`src/rtl/gpio_led_bank.sv`:
```
// GPIO LED bank: per-channel static/PWM/blink LED drive plus debounced inputs
// with one-cycle edge pulses. One debounce lane instance per input channel.

module gpio_led_bank_db #(
  parameter int DB_CYCLES = 1000
) (
  input  logic clk,
  input  logic resetn,
  input  logic pin_i,
  output logic level_o,
  output logic rise_o,
  output logic fall_o
);
  localparam int CW = (DB_CYCLES > 2) ? $clog2(DB_CYCLES) : 1;
  localparam logic [CW-1:0] CNT_MAX = CW'(DB_CYCLES - 1);

  logic [1:0]    sync_q;
  logic [CW-1:0] cnt_q, cnt_d;
  logic          level_q, level_d;
  logic          rise_q, rise_d;
  logic          fall_q, fall_d;
  logic          diff, hit;

  always_comb begin
    diff    = sync_q[1] ^ level_q;
    hit     = diff && (cnt_q == CNT_MAX);
    // Any cycle of agreement restarts qualification; a hit also restarts it.
    cnt_d   = (diff && !hit) ? cnt_q + CW'(1) : '0;
    level_d = level_q ^ hit;
    rise_d  = hit & ~level_q;
    fall_d  = hit &  level_q;
  end

  always_ff @(posedge clk or negedge resetn) begin
    if (!resetn) begin
      sync_q  <= '0;
      cnt_q   <= '0;
      level_q <= 1'b0;
      rise_q  <= 1'b0;
      fall_q  <= 1'b0;
    end else begin
      sync_q  <= {sync_q[0], pin_i};
      cnt_q   <= cnt_d;
      level_q <= level_d;
      rise_q  <= rise_d;
      fall_q  <= fall_d;
    end
  end

  assign level_o = level_q;
  assign rise_o  = rise_q;
  assign fall_o  = fall_q;
endmodule

module gpio_led_bank #(
  parameter int N_LED      = 8,
  parameter int N_IN       = 3,
  parameter int PWM_BITS   = 8,
  parameter int DB_CYCLES  = 1000,
  parameter int BLINK_BITS = 24
) (
  input  logic                  clk,
  input  logic                  resetn,
  input  logic [N_LED-1:0]      led_write,
  input  logic [2*N_LED-1:0]    led_mode,
  input  logic [PWM_BITS-1:0]   led_duty,
  output logic [N_LED-1:0]      io_led,
  input  logic [N_IN-1:0]       pin_in,
  output logic [N_IN-1:0]       pin_level,
  output logic [N_IN-1:0]       pin_rise,
  output logic [N_IN-1:0]       pin_fall
);
  logic [PWM_BITS-1:0]   pwm_cnt_q, pwm_cnt_d;
  logic [PWM_BITS-1:0]   duty_q, duty_d;
  logic [BLINK_BITS-1:0] blink_cnt_q, blink_cnt_d;
  logic [N_LED-1:0]      io_led_q, io_led_d;
  logic                  pwm, blink;

  always_comb begin
    pwm_cnt_d   = pwm_cnt_q + PWM_BITS'(1);
    blink_cnt_d = blink_cnt_q + BLINK_BITS'(1);
    // Duty only latches on the last count so a period never mixes two duties.
    duty_d      = (pwm_cnt_q == '1) ? led_duty : duty_q;
    pwm         = pwm_cnt_q < duty_q;
    blink       = blink_cnt_q[BLINK_BITS-1];
    io_led_d    = '0;
    for (int i = 0; i < N_LED; i++) begin
      case (led_mode[2*i +: 2])
        2'b01:   io_led_d[i] = led_write[i];
        2'b10:   io_led_d[i] = led_write[i] & pwm;
        2'b11:   io_led_d[i] = led_write[i] & blink;
        default: io_led_d[i] = 1'b0;
      endcase
    end
  end

  always_ff @(posedge clk or negedge resetn) begin
    if (!resetn) begin
      pwm_cnt_q   <= '0;
      duty_q      <= '0;
      blink_cnt_q <= '0;
      io_led_q    <= '0;
    end else begin
      pwm_cnt_q   <= pwm_cnt_d;
      duty_q      <= duty_d;
      blink_cnt_q <= blink_cnt_d;
      io_led_q    <= io_led_d;
    end
  end

  assign io_led = io_led_q;

  for (genvar g = 0; g < N_IN; g++) begin : g_db
    gpio_led_bank_db #(.DB_CYCLES(DB_CYCLES)) u_db (
      .clk    (clk),
      .resetn (resetn),
      .pin_i  (pin_in[g]),
      .level_o(pin_level[g]),
      .rise_o (pin_rise[g]),
      .fall_o (pin_fall[g])
    );
  end
endmodule

```
`config.mk`:
```
export PLATFORM = sky130hd
export DESIGN_NAME = gpio_led_bank
export DESIGN_NICKNAME = d
export VERILOG_FILES = /design/src/rtl/gpio_led_bank.sv
export SDC_FILE = /design/constraint.sdc
export NUM_CORES = 1
export LEC_CHECK = 0
export BUFFER_PORTS_ARGS = -buffer_cell sky130_fd_sc_hd__buf_2
export CORE_ASPECT_RATIO = 1.25
export CORE_MARGIN = 4
export CORE_UTILIZATION = 52
export CTS_CLUSTER_SIZE = 10
export DETAILED_ROUTE_END_ITERATION = 8
export PLACE_DENSITY = 0.73
export SYNTH_ARGS = -nofsm -noshare
export SYNTH_HDL_FRONTEND = slang
export SYNTH_SLANG_ARGS = --single-unit
```
`constraint.sdc`:
```
create_clock -name clk -period 1.67 [get_ports clk]
set_input_delay 0.0835 -clock clk [delete_from_list [all_inputs] [get_ports clk]]
set_output_delay 0.0835 -clock clk [all_outputs]
set_load 0.03 [all_outputs]
```
# Word level (Yosys, flattened, before mapping)
# Index checks and enable logic that the tools add are counted.
dict set report op_classes {
  add_sub_neg 5
  magnitude_cmp 1
  n_eq_ne 28
  mux 11
  n_bitwise 31
  reduce_logical 9
}
# operator n
set op_table {}
lappend op_table {{== test 2 bit, second input constant} 16}
lappend op_table {{adder 10 x 1 -> 10 bit, second input constant} 3}
lappend op_table {{== test 10 bit, second input constant} 3}
lappend op_table {{two-way mux 10 bit} 3}
lappend op_table {{adder 24 x 1 -> 24 bit, second input constant} 1}
lappend op_table {{one-hot mux 1 bit (3 select lines)} 8}
lappend op_table {{bitwise AND 1 bit} 22}
lappend op_table {{== test 2 x 1 -> 1 bit, second input constant} 8}
lappend op_table {{adder 8 x 1 -> 8 bit, second input constant} 1}
lappend op_table {{== test 8 bit, second input constant} 1}
lappend op_table {{less-than comparator 8 bit} 1}
lappend op_table {{logical AND 1 bit} 6}
lappend op_table {{bitwise XOR 1 bit} 6}
lappend op_table {{logical NOT 1 bit} 3}
lappend op_table {{inverter 1 bit} 3}
dict set report totals {
  register_bits 93
  inputBits 37
  wordCells 104
}

# Depth between registers and ports, before layout
dict set report depth {
  ltp_word 5
  depth_mapped 6
}

# Cells and area by module
# A second synthesis with hierarchy kept.
dict set report hier_totals {
  cells_unflattened 370
  area_unflattened_um2 4297.9
}
# mod instances cells_each area_per_inst_um2
set modules_own_cells {}
lappend modules_own_cells {gpio_led_bank 1 190 2259.7}
lappend modules_own_cells {gpio_led_bank_db 3 60 679.4}

# Worst setup path after synthesis
# No wires, ideal clock.
dict set report synth_path {
  kind {register -> register}
  start {reg pwm_cnt_q[6]}
  end {reg io_led_q[0], in the netlist io_led[0]}
  setup_time_ns 0.083
  t_arrival_ns 1.596
  t_required_ns 1.587
  setup_slack_ns -0.009
  path_stages_with_launch 6
  n_path_buf 0
  period_less_slack_ns 1.679
  path_cell_list {dfrtp_1 > ha_1 > and3_1 > a221oi_2 > nand4b_1 > o21ai_0}
}
dict set report synth_between {
  elab_chain_cells 3
}
# item line
set synth_rtl {}
lappend synth_rtl {{from (decl)} 73} ;# logic [PWM_BITS-1:0] pwm_cnt_q, pwm_cnt_d;
lappend synth_rtl {{from (signal assigned)} 104} ;# pwm_cnt_q <= pwm_cnt_d;
lappend synth_rtl {{less-than comparator 8 bit} 84} ;# pwm = pwm_cnt_q < duty_q;
lappend synth_rtl {{bitwise AND 1 bit} 90} ;# 2'b10: io_led_d[i] = led_write[i] & pwm;
lappend synth_rtl {{one-hot mux 1 bit (3 select lines)} 88} ;# case (led_mode[2*i +: 2])
lappend synth_rtl {{named net io_led_d[0]} 76} ;# logic [N_LED-1:0] io_led_q, io_led_d;
lappend synth_rtl {{to (signal assigned)} 107} ;# io_led_q <= io_led_d;
lappend synth_rtl {{to (decl)} 76}
# The timed path passes the listed nets, and every way through them passes these cells.
# A chain may end at the register's enable or synchronous reset.

# Worst setup path after layout
dict set report layout_path {
  start {reg pwm_cnt_q[1]}
  end {reg duty_q[1]}
}
dict set report layout_between {
  elab_chain_cells 1
}
# item line
set layout_rtl {}
lappend layout_rtl {{== test 8 bit} 83} ;# duty_d = (pwm_cnt_q == '1) ? led_duty : duty_q;
lappend layout_rtl {{to (signal assigned)} 105} ;# duty_q <= duty_d;
lappend layout_rtl {{to (decl)} 74} ;# logic [PWM_BITS-1:0] duty_q, duty_d;
# Every way passes these cells.

==> flow_metrics.py <==
metrics = {
    "cells_and_area": {
        "regArea_um2": 2330,
        "nets": 531,
        "multi_input_area_um2": 1780,
        "final_cell_mix": "dfrtp_1, buf_2, nor2_1, dlygate4sd3_1, xnor2_1",
        "layoutNonFillerInstCount": 582,
        "drive_gt1_share_pct": 24.2,
        "fin_area_um2": 5310,
        "areaGrowthSynthToFinish_pct": 27.5,
        "final_core_util_pct": 68.2,
        "final_common_cell": "dfrtp_1",
        "nFillCells": 563,
        "diodes": 0,
    },
    "logic_synthesis": {
        "synth_top_area_cell": "dfrtp_1",
        "syn_inst": 371,
        "syn-cell-area_um2": 4170,
        "ys_warn_count": 0,
        "avgSynthCellArea_um2": 11.2,
        "ys_seq_elements": 93,
        "syn_nets": 420,
        "synthTopCellsByArea": "dfrtp_1, xnor2_1, xor2_1",
        "synth_cell_types": 32,
        "ys_seq_area_share_pct": 55.9,
        "synth_top_area_share_pct": 55.9,
    },
    "sta": {
        "setup_tns_ps": 0,
        "worst_slew_pin_slew_ps": 481,
        "max_freq_ghz": 0.605,
        "min_period_ps": 1650,
        "setup_viol": 0,
        "finalCritPeriodShare_pct": 99.0,
        "fin_skew_ps": 9.68,
        "slew_headroom_pct": 67.9,
        "hold_viol": 0,
        "rsz0062_at_grt": "true",
        "final_max_slew_viol_count": 0,
    },
    "detailed_routing": {
        "first_pass_iters": 5,
        "vias": 3043,
        "wl_met3_um": 297,
        "drt-met1-wl_mm": 3.48,
        "ant_nets": 0,
        "vias_per_cell": 5.23,
        "route.detailed.drc": 0,
        "drt_first_iter_violations": 92,
        "met2WireLength_mm": 4.41,
        "routed_wl_mm": 8.55,
        "highest_layer": "met4",
        "wl_per_cell_um": 14.7,
    },
    "die": {
        "die-area_um2": 9520,
        "num_rows": 36,
        "initial_core_util_pct": 53.5,
        "die_w_um": 88.1,
        "core_um2": 7790,
        "die_y_um": 108,
        "io_pins": 54,
    },
    "worst_setup_path": {
        "arrival_ps": 1900,
        "worstSetupStartpointType": "flop",
        "path_cells": "ha_2, nand3_1, nor2_2, and3_1, buf_4, mux2_2",
        "cp_max_fo": 6,
        "crit_type": "flop to flop",
        "crit_required_ps": 1920,
        "cpPeakStageDelay_ps": 390,
        "critPathSlowestCell": "dfrtp_1",
        "reg2reg_from": "pwm_cnt_q[1]$_DFF_PN0_",
        "crit_start": "pwm_cnt_q[1]$_DFF_PN0_",
        "cp-end-kind": "flop",
    },
    "clock_tree": {
        "htreeDepth": 3,
        "numCtsBuffers": 9,
        "cts_tree": "yes",
        "ctsRootBufferMaster": "clkbuf_8",
        "worst_skew_pair.late_latency_ps": 360,
        "clk_path_buf_depth": 2,
        "cts.sinks": 93,
        "clkSlewWorstSetupHoldPaths_ps": 90,
    },
    "power_and_ir_drop": {
        "p_switching_uw": 942,
        "comb_power_share_pct": 6.3,
        "power_frac_seq_pct": 54.9,
        "swShare_pct": 22.4,
        "p_int_uw": 3260,
        "power.ir.vdd_worst_mv": 0.591,
        "p_leak_uw": 0.00251,
        "power_density_nw_per_um2": 791,
        "power_frac_clock_pct": 38.7,
    },
    "global_route": {
        "grt_pass1_vias": 3132,
        "grt_max_degree": 94,
        "grt_overflow": 0,
        "antenna_found_initial": 0,
        "grt_first_pass_wirelength_mm": 13.9,
        "grtUsageTotal_pct": 18.8,
    },
    "hold_path": {
        "holdCritPathClass": "input port to flop",
        "min_from": "led_mode[1]",
    },
    "run": {
        "drv_cap": 0,
    },
    "outcome": {
        "run_status": "finished, final reports clean",
    },
    "placement": {
        "portBuffers": 53,
        "dpl_cell_area_um2": 4610,
        "dp_hpwl_mm": 5.23,
        "gp_congestion": 0.856,
        "placed_cells": 522,
    },
}
cell families after synthesis:
group           share of synthesized area [%]
compound gates                           1.89
simple gates                             20.6
fa+ha+maj                                3.60
xor+xnor                                 11.6
flops                                    55.9
mux                                      3.15
buf+inv                                  3.27
flip-flops by register name, summed over array words and instances (netlist names), named ones only:
signal / count
blink_cnt_q: 24
duty_q: 8
g_db.u_db.cnt_q: 30
g_db.u_db.fall_o: 3
g_db.u_db.rise_o: 3
g_db.u_db.sync_q: 6
io_led: 8
pwm_cnt_q: 8
power groups by stage:
stage	logic, uW	registers [uW]	clock network (uW)
floorplan	53.1	2360	0
global placement	184	2350	0
detailed placement	189	2350	0
CTS	254	2310	1670
global route	296	2310	1760
finish	266	2310	1630
cells in the mapped netlist:
cell type and n:
nor3b_1 6, and3_1 7, nor3_1 17, nand2_1 24, buf_4 9, or3_1 1
and2_1 3, a21o_1 1, mux2_2 9, o211ai_1 1, and4_4 1, inv_1 16
nand4_1 9, mux2_4 2, ha_1 12, xnor2_1 31, nand4_4 1, a221oi_2 1
nand2b_1 11, xor2_1 24, clkbuf_1 1, nor4_1 3, o21ai_0 8, or4_4 2
nand4b_1 9, nor2_1 39, buf_2 1, and3_2 1, a2111oi_0 1, and4_1 1
nand3_1 26, dfrtp_1 93
per-layer routing:
metal  global-route usage (%)  vias to the layer above
li1                         -                     1468
met3                     3.35                       30
met5                        0                        -
met4                     11.6                        0
met1                     22.7                     1481
met2                     31.1                       64
layout make-up:
| type | instances | share of cell area, % |
|---|---|---|
| repair buffers | 111 | 15.3 |
| well taps | 95 | 2.24 |
| flip-flops and latches | 93 | 43.8 |
| multi-input cells | 251 | 33.5 |
| clock inverters | 6 | 1.63 |
| clock buffers | 10 | 2.40 |
| inverters | 16 | 1.13 |
per-stage QoR:
| stage | hold slack [ps] | power (uW) | setup WS, ps |
|---|---|---|---|
| CTS | 1.09 | 4230 | 4.75 |
| detailed placement | 166 | 2540 | -62.8 |
| global route | 3.98 | 4370 | -52.9 |
| floorplan | -212 | 2410 | 47.7 |
| global placement | 166 | 2540 | -30.2 |
| finish | 12.2 | 4200 | 16.9 |
worst paths after layout:
kind / slack [ps] / cells past startpoint / endpoint
min in group asynchronous: 300 / 3 / g_db[0].u_db.cnt_q[7]$_DFF_PN0_
worst min register to register: 350 / 0 / g_db[0].u_db.sync_q[1]$_DFF_PN0_
max in group asynchronous: 1000 / 3 / blink_cnt_q[21]$_DFF_PN0_
worst min-delay path: 10 / 3 / io_led[0]$_DFF_PN0_
worst max-delay path: 20 / 6 / duty_q[1]$_DFFE_PN0N_
worst max register to register: 20 / 6 / duty_q[1]$_DFFE_PN0N_
worst max-delay path, delay by kind of cell, from the launching register on:
kind	cells	cell delay, ps
simple gates	3	470
flops	1	390
mux	1	330
fa+ha+maj	1	200
buf+inv	1	160
timing repair:
| item | in CTS | in global routing |
|---|---|---|
| pin swaps | 1 | 7 |
| setup buffers | 2 | 4 |
| hold buffers | 38 | 0 |
| endpoints found under the setup margin | 10 | 35 |
| hold endpoints to repair | 112 | 0 |
| gates resized for setup | 2 | 21 |
No activity file was read; power rests on OpenSTA's default activity.
